$ cat config.mk
export PLATFORM = sky130hd
export DESIGN_NAME = ext_mem_reqrsp_ctrl
export DESIGN_NICKNAME = d
export VERILOG_FILES = /design/src/rtl/ext_mem_reqrsp_ctrl_pkg.sv /design/src/rtl/ext_mem_rsp_fifo.sv /design/src/rtl/ext_mem_reqrsp_ctrl.sv
export SDC_FILE = /design/constraint.sdc
export NUM_CORES = 1
export LEC_CHECK = 0
export BUFFER_PORTS_ARGS = -buffer_cell sky130_fd_sc_hd__buf_2
export CORE_AREA = 2 2 94 96
export DETAILED_ROUTE_END_ITERATION = 12
export DIE_AREA = 0 0 96 98
export HOLD_SLACK_MARGIN = 0.06
export PLACE_DENSITY = 0.87
export SYNTH_ARGS = -nofsm -noshare
export SYNTH_HDL_FRONTEND = slang
export SYNTH_SLANG_ARGS = --single-unit
$ cat constraint.sdc
create_clock -name clk_i -period 4.9 [get_ports clk_i]
set_input_delay 0.735 -clock clk_i [delete_from_list [all_inputs] [get_ports clk_i]]
set_output_delay 0.735 -clock clk_i [all_outputs]
set_load 0.02 [all_outputs]
$ cat src/rtl/ext_mem_reqrsp_ctrl_pkg.sv
// ---------------------------------------------------------------------------
// ext_mem_reqrsp_ctrl_pkg
// Shared types and constants for the external memory reqrsp slave.
//   EXT_MEM_BASE / EXT_MEM_SIZE : default address window of the TCM.
//   ext_mem_req_t               : flat request fields bundled after unpacking.
//   ext_mem_rsp_t               : one response entry {data, err}.
//   size_aligned()              : alignment check for a byte offset and size.
// ---------------------------------------------------------------------------
package ext_mem_reqrsp_ctrl_pkg;

  localparam logic [31:0] EXT_MEM_BASE = 32'h0000_1000;
  localparam logic [31:0] EXT_MEM_SIZE = 32'h0002_0000;

  typedef struct packed {
    logic [31:0] addr;
    logic        write;
    logic [31:0] data;
    logic [3:0]  strb;
    logic [1:0]  size;
  } ext_mem_req_t;

  typedef struct packed {
    logic [31:0] data;
    logic        err;
  } ext_mem_rsp_t;

  // Size 3 (8 bytes) cannot be served by a 32-bit port and is treated as
  // misaligned.
  function automatic logic size_aligned(input logic [1:0] off_lsb,
                                        input logic [1:0] size);
    logic r;
    case (size)
      2'd0:    r = 1'b1;
      2'd1:    r = ~off_lsb[0];
      2'd2:    r = (off_lsb == 2'b00);
      default: r = 1'b0;
    endcase
    return r;
  endfunction

endpackage

$ cat src/rtl/ext_mem_rsp_fifo.sv
// ---------------------------------------------------------------------------
// ext_mem_rsp_fifo
// Response buffer holding DEPTH entries of ext_mem_rsp_t.
//   clk_i, rst_ni : clock, asynchronous active-low reset (clears pointers).
//   push_i/data_i : write an entry (ignored when full).
//   pop_i         : drop the head entry (ignored when empty).
//   head_o        : current head entry.
//   full_o/empty_o: occupancy flags; count_o: number of stored entries.
// Simultaneous push and pop keep the count unchanged.
// ---------------------------------------------------------------------------
module ext_mem_rsp_fifo
  import ext_mem_reqrsp_ctrl_pkg::*;
#(
  parameter int unsigned DEPTH = 2,
  parameter int unsigned CW    = $clog2(DEPTH + 1)
) (
  input  logic          clk_i,
  input  logic          rst_ni,
  input  logic          push_i,
  input  ext_mem_rsp_t  data_i,
  input  logic          pop_i,
  output ext_mem_rsp_t  head_o,
  output logic          full_o,
  output logic          empty_o,
  output logic [CW-1:0] count_o
);

  localparam int unsigned PW = (DEPTH > 1) ? $clog2(DEPTH) : 1;

  ext_mem_rsp_t  r_mem [DEPTH];
  logic [PW-1:0] r_wr_ptr;
  logic [PW-1:0] r_rd_ptr;
  logic [CW-1:0] r_count;
  logic          w_push;
  logic          w_pop;

  // Explicit wrap so DEPTH need not be a power of two.
  function automatic logic [PW-1:0] next_ptr(input logic [PW-1:0] p);
    return (p == PW'(DEPTH - 1)) ? '0 : p + PW'(1);
  endfunction

  assign full_o  = (r_count == CW'(DEPTH));
  assign empty_o = (r_count == '0);
  assign count_o = r_count;
  assign head_o  = r_mem[r_rd_ptr];
  assign w_push  = push_i & ~full_o;
  assign w_pop   = pop_i & ~empty_o;

  always_ff @(posedge clk_i or negedge rst_ni) begin
    if (!rst_ni) begin
      r_wr_ptr <= '0;
      r_rd_ptr <= '0;
      r_count  <= '0;
    end else begin
      if (w_push) r_wr_ptr <= next_ptr(r_wr_ptr);
      if (w_pop)  r_rd_ptr <= next_ptr(r_rd_ptr);
      case ({w_push, w_pop})
        2'b10:   r_count <= r_count + CW'(1);
        2'b01:   r_count <= r_count - CW'(1);
        default: r_count <= r_count;
      endcase
    end
  end

  // Storage needs no reset: entries are only visible through the count.
  always_ff @(posedge clk_i) begin
    if (w_push) r_mem[r_wr_ptr] <= data_i;
  end

endmodule

$ cat src/rtl/ext_mem_reqrsp_ctrl.sv
// ---------------------------------------------------------------------------
// ext_mem_reqrsp_ctrl
// 32-bit reqrsp slave in front of a single-port TCM-style SRAM. Decodes the
// address window, checks size/alignment, answers bad accesses with an error
// response and buffers responses so p_ready_i backpressure never drops data.
//
// Ports:
//   clk_i, rst_ni              clock, asynchronous active-low reset
//   q_valid_i/q_ready_o        request handshake
//   q_addr_i, q_write_i, q_data_i, q_strb_i, q_size_i   request fields
//   p_valid_o/p_ready_i        response handshake
//   p_data_o, p_error_o        response fields
//   mem_en_o, mem_we_o, mem_be_o, mem_addr_o, mem_wdata_o  SRAM drive
//   mem_rdata_i                SRAM read data, one cycle after mem_en_o
//   err_cnt_o, err_addr_o, err_clr_i   only with EXT_MEM_ERR_STATS_EN
//
// Handshake: both channels use valid/ready. A transfer happens on a rising
// edge where valid and ready are both 1. The producer holds valid and all
// fields stable until that edge; ready may change freely, and valid never
// depends combinationally on ready.
//
// Optional feature macro: EXT_MEM_ERR_STATS_EN (error counter/address).
// ---------------------------------------------------------------------------
module ext_mem_reqrsp_ctrl
  import ext_mem_reqrsp_ctrl_pkg::*;
#(
  parameter logic [31:0] BASE_ADDR = EXT_MEM_BASE,
  parameter logic [31:0] MEM_BYTES = EXT_MEM_SIZE,
  parameter int unsigned RSP_DEPTH = 2,
  parameter int unsigned AW        = $clog2(MEM_BYTES)
) (
  input  logic          clk_i,
  input  logic          rst_ni,
  input  logic          q_valid_i,
  output logic          q_ready_o,
  input  logic [31:0]   q_addr_i,
  input  logic          q_write_i,
  input  logic [31:0]   q_data_i,
  input  logic [3:0]    q_strb_i,
  input  logic [1:0]    q_size_i,
  output logic          p_valid_o,
  input  logic          p_ready_i,
  output logic [31:0]   p_data_o,
  output logic          p_error_o,
  output logic          mem_en_o,
  output logic          mem_we_o,
  output logic [3:0]    mem_be_o,
  output logic [AW-1:0] mem_addr_o,
  output logic [31:0]   mem_wdata_o,
  input  logic [31:0]   mem_rdata_i
`ifdef EXT_MEM_ERR_STATS_EN
  ,
  input  logic          err_clr_i,
  output logic [15:0]   err_cnt_o,
  output logic [31:0]   err_addr_o
`endif
);

  localparam int unsigned CW = $clog2(RSP_DEPTH + 1);

  ext_mem_req_t  w_req;
  logic [31:0]   w_off;
  logic          w_in_range;
  logic          w_ok;
  logic          w_accept;
  logic          w_mem_en;

  logic          r_s1_valid;
  logic          r_s1_read;
  logic          r_s1_err;
  ext_mem_rsp_t  w_s1_rsp;

  ext_mem_rsp_t  w_head;
  ext_mem_rsp_t  w_rsp;
  logic          w_fifo_empty;
  logic          w_fifo_full;
  logic [CW-1:0] w_fifo_count;
  logic [CW-1:0] w_occ;
  logic          w_push;
  logic          w_pop;

  assign w_req = '{addr: q_addr_i, write: q_write_i, data: q_data_i,
                   strb: q_strb_i, size: q_size_i};

  // ---- window decode ----
  assign w_off      = w_req.addr - BASE_ADDR;
  assign w_in_range = (w_req.addr >= BASE_ADDR) & (w_off < MEM_BYTES);
  assign w_ok       = w_in_range & size_aligned(w_off[1:0], w_req.size);

  // Credits cover the s1 slot as well as the FIFO, so a response can always
  // be parked even if p_ready_i stays low.
  assign w_occ     = w_fifo_count + CW'(r_s1_valid);
  assign q_ready_o = rst_ni & (w_occ < CW'(RSP_DEPTH));
  assign w_accept  = q_valid_i & q_ready_o;

  // ---- SRAM drive, same cycle as acceptance ----
  // All mem_* outputs are zero unless an access is issued, keeping the bus
  // quiet during reset and on rejected requests.
  assign w_mem_en    = w_accept & w_ok;
  assign mem_en_o    = w_mem_en;
  assign mem_we_o    = w_mem_en & w_req.write;
  assign mem_be_o    = !w_mem_en ? 4'h0 : (w_req.write ? w_req.strb : 4'hF);
  assign mem_addr_o  = w_mem_en ? w_off[AW-1:0] : '0;
  assign mem_wdata_o = w_mem_en ? w_req.data : 32'h0;

  // ---- stage s1: the cycle in which mem_rdata_i is valid ----
  always_ff @(posedge clk_i or negedge rst_ni) begin
    if (!rst_ni) begin
      r_s1_valid <= 1'b0;
      r_s1_read  <= 1'b0;
      r_s1_err   <= 1'b0;
    end else begin
      r_s1_valid <= w_accept;
      if (w_accept) begin
        r_s1_read <= ~w_req.write;
        r_s1_err  <= ~w_ok;
      end
    end
  end

  assign w_s1_rsp.data = (r_s1_read & ~r_s1_err) ? mem_rdata_i : 32'h0;
  assign w_s1_rsp.err  = r_s1_err;

  // ---- response selection ----
  // The FIFO head is older than s1, so it always goes first. s1 falls
  // through only when the FIFO is empty; otherwise (or if not taken) it is
  // captured into the FIFO because mem_rdata_i is valid for this cycle only.
  assign p_valid_o = ~w_fifo_empty | r_s1_valid;
  assign w_rsp     = !w_fifo_empty ? w_head : (r_s1_valid ? w_s1_rsp : '0);
  assign p_data_o  = w_rsp.data;
  assign p_error_o = w_rsp.err;

  assign w_pop  = ~w_fifo_empty & p_ready_i;
  assign w_push = r_s1_valid & ~(w_fifo_empty & p_ready_i);

  ext_mem_rsp_fifo #(
    .DEPTH (RSP_DEPTH),
    .CW    (CW)
  ) u_rsp_fifo (
    .clk_i   (clk_i),
    .rst_ni  (rst_ni),
    .push_i  (w_push),
    .data_i  (w_s1_rsp),
    .pop_i   (w_pop),
    .head_o  (w_head),
    .full_o  (w_fifo_full),
    .empty_o (w_fifo_empty),
    .count_o (w_fifo_count)
  );

  // Full is implied by the credit check; kept for binding checkers.
  logic w_unused_full;
  assign w_unused_full = w_fifo_full;

`ifdef EXT_MEM_ERR_STATS_EN
  logic [15:0] r_err_cnt;
  logic [31:0] r_err_addr;

  always_ff @(posedge clk_i or negedge rst_ni) begin
    if (!rst_ni) begin
      r_err_cnt  <= 16'h0;
      r_err_addr <= 32'h0;
    end else if (err_clr_i) begin
      r_err_cnt  <= 16'h0;
      r_err_addr <= 32'h0;
    end else if (w_accept & ~w_ok) begin
      if (r_err_cnt != 16'hFFFF) r_err_cnt <= r_err_cnt + 16'h1;
      r_err_addr <= w_req.addr;
    end
  end

  assign err_cnt_o  = r_err_cnt;
  assign err_addr_o = r_err_addr;
`endif

endmodule

==> reports/results.tsv <==
metric	value	unit
total number of vias	3662	
switching pwr	0.0007772	W
CP startpoint kind	input port	
worst hold-check path type	input port to async pin	
# nets final	697	
post-synthesis compound-gate area fraction	0.07718	
Seq pwr share	0.405	
crit-path max FO	49	
Comb pwr share	0.366	
final WL	10.75	mm
CTS tree	yes	
Cells after Synth	405	
Slew Viols, Final	0	
critical path type	input port to output port	
Die Footprint	9408	um2
Final Non-Filler Cells	707	
clk root buf	clkbuf_8	
initial antenna violation count	7	
Final setup violation count	0	
post-CTS setup buffers	0	
Rel. slew slack	0.2573	
final worst-path cycle share	0.8065	
crit end category	output port	
yosys synthesis warning count	0	
cts hold-fix bufs	0	
f_max	253.0	MHz
max-cap viol count	0	
post-DP HPWL	8.072	mm
die width	96	um
status	complete, no violations	
largest family of logic cells by synthesized area	simple AND/OR/NAND/NOR gates	
Leak Pwr	2.672	nW
Die H	98	um
Int Pwr	0.001346	W
Via density	5.180	
initial core utilization	0.4960	
Detail Route Antenna Nets	0	
Longest Clk Path Bufs	2	
CP Data Arrival Time	3220	ps
met1 wire length	4.130	mm
worst skew pair latency	340	ps
CORE AREA	8466	um2
final hold vios	0	
register bit total from synthesis	73	
XOR/XNOR Fraction of Synth Area	0.01877	
Seq/Total Area, Yosys	0.5137	
EDFF count, synth	66	
pin count of the biggest net entering global routing	50	
Global Route Usage Sum	0.2307	
DR top layer	met4	
I/O Pins	197	
post-CTS resize count	0	
# H-tree levels	3	
Tmin final	3952	ps
vias in the first global route	3610	
Syn Nets	514	
Yosys cell types	33	
VDD IR-drop max	0.1767	mV
Power, Total	0.002124	W
DRT iter0 DRCs	158	
Layout area overhead	29.08	%
Met3 Wirelength	827	um
DP Cell Count	685	
gpl congestion	0.8789	
Crit path required time	4160	ps
Mean Syn Cell Area	10.37	um2
clock skew	9.928	ps
hold slack	230.7	ps
DRC errors left	0	
routed len/inst	15.21	um
r2r setup slk	2790	ps
WL met2	5.417	mm
switch share	0.3660	
unrepaired setup endpoints after global routing	false	
setup_tns	0	ps
power share of the clock group	0.229	
multiplexer share of the synthesized area	0.07867	
Simple-Gate Fraction of Synth Area	0.1922	
Post-Syn Area	4199	um2
Row Count	34	
commonest non-fill, non-tap cell in the layout	buf_2	
Overflow after GRT	0	
async set-reset flop share out of synthesis	0.09589	
pwr/cell area	391.8	nW/um2
dominant synthesized flop cell	edfxtp_1	
first-pass GRT wire length	16.64	mm
PortBufs	196	
Worst Tran Pin Value	1111	ps
CTS sink count	73	
First-pass DRT Iterations	4	
Num CTS Buffers	9	
clock transition at the registers of the reported paths	70	ps
most frequent cells in the layout	196 x buf_2, 80 x inv_1, 66 x edfxtp_1, 40 x nor3_2, 38 x nand2_1	
Synth Area in Adders	0.005959	
layout cells sized above 1	0.4392	
-- logic make-up (layout without fill, tap and decap cells) --
logic type,count (synthesis),after routing
adders and majority gates,2,2
DFF,73,73
muxes,33,33
and+or+nand+nor,129,129
AOI/OAI and AO/OA,51,51
xor gates and xnor gates,9,9
buffers and inverters,108,295
other,0,7
-- final cells by class --
type / instances / area, um2
Fill cell: 700 / 3045
Sequential cell: 73 / 2158
Multi-Input combinational cell: 224 / 1590
Timing Repair Buffer: 200 / 1011
Inverter: 80 / 300.3
Tap cell: 108 / 135.1
Clock buffer: 9 / 123.9
Clock inverter: 6 / 83.83
Antenna cell: 7 / 17.52
-- Yosys cell counts, drive strengths merged, types with 3 or more instances --
cell | count | area [um2]
nor4 | 3 | 18.77
clkbuf | 12 | 45.04
o21ai | 6 | 30.03
o22ai | 33 | 206.5
nand3 | 4 | 20.02
nor3 | 58 | 490.5
xnor2 | 5 | 43.79
buf | 16 | 131.4
inv | 80 | 300.3
xor2 | 4 | 35.03
a21oi | 4 | 20.02
mux2i | 33 | 330.3
dfrtp | 7 | 175.2
nand2 | 38 | 142.6
edfxtp | 66 | 1982
nor2 | 16 | 60.06
-- registers in the layout, summed over array words and instances (netlist names) --
name / flops
u_rsp_fifo.r_wr_ptr: 1
r_s1_read: 1
r_s1_err: 1
u_rsp_fifo.r_mem: 66
r_s1_valid: 1
u_rsp_fifo.count_o: 2
u_rsp_fifo.r_rd_ptr: 1
-- worst max-delay path, stage by stage --
cell and delay, ps:
buf_2 130, inv_1 60, ha_1 320, nand2_1 90
o31ai_1 210, a22o_1 190, nand4b_1 440, buf_4 520
nor3_1 280, buf_2 200
-- path summary, 6_finish.rpt --
kind	from	to	depth (start not counted)
hold / removal	rst_ni	r_s1_err	1
min in group clk_i	r_s1_read	r_s1_read	2
setup reg to reg	u_rsp_fifo.count_o[0]	u_rsp_fifo.r_mem[1][23]	2
max in group asynchronous	rst_ni	u_rsp_fifo.r_rd_ptr	1
setup / recovery	q_addr_i[12]	mem_addr_o[14]	10
hold reg to reg	r_s1_read	r_s1_read	2
-- per-stage QoR --
step / setup WS [ps] / util / area, um2
after detailed placement: 982.5 / 0.6137 / 5195
final: 948.0 / 0.6403 / 5420
after floorplan: 1590 / - / 4199
after CTS: 982.1 / 0.6382 / 5403
after global routing: 707.1 / 0.6403 / 5420
after global placement: 981.4 / 0.6137 / 5195
-- metal layers --
layer  vias to the layer above  track usage
met5                         -            0
met4                         0       0.1242
met3                        28      0.05478
met2                       188       0.3964
met1                      1680       0.2594
li1                       1766            -
-- power by group through the flow --
stage	Clock (W)	Combinational [W]	Sequential [W]
floorplan	0	0.000598	0.000784
global placement	0	0.000768	0.000868
detailed placement	0	0.000781	0.000875
CTS	0.000497	0.000783	0.000861
global route	0.000519	0.000837	0.000872
finish	0.000486	0.000778	0.000860
Power figures use the tool's default switching activity.
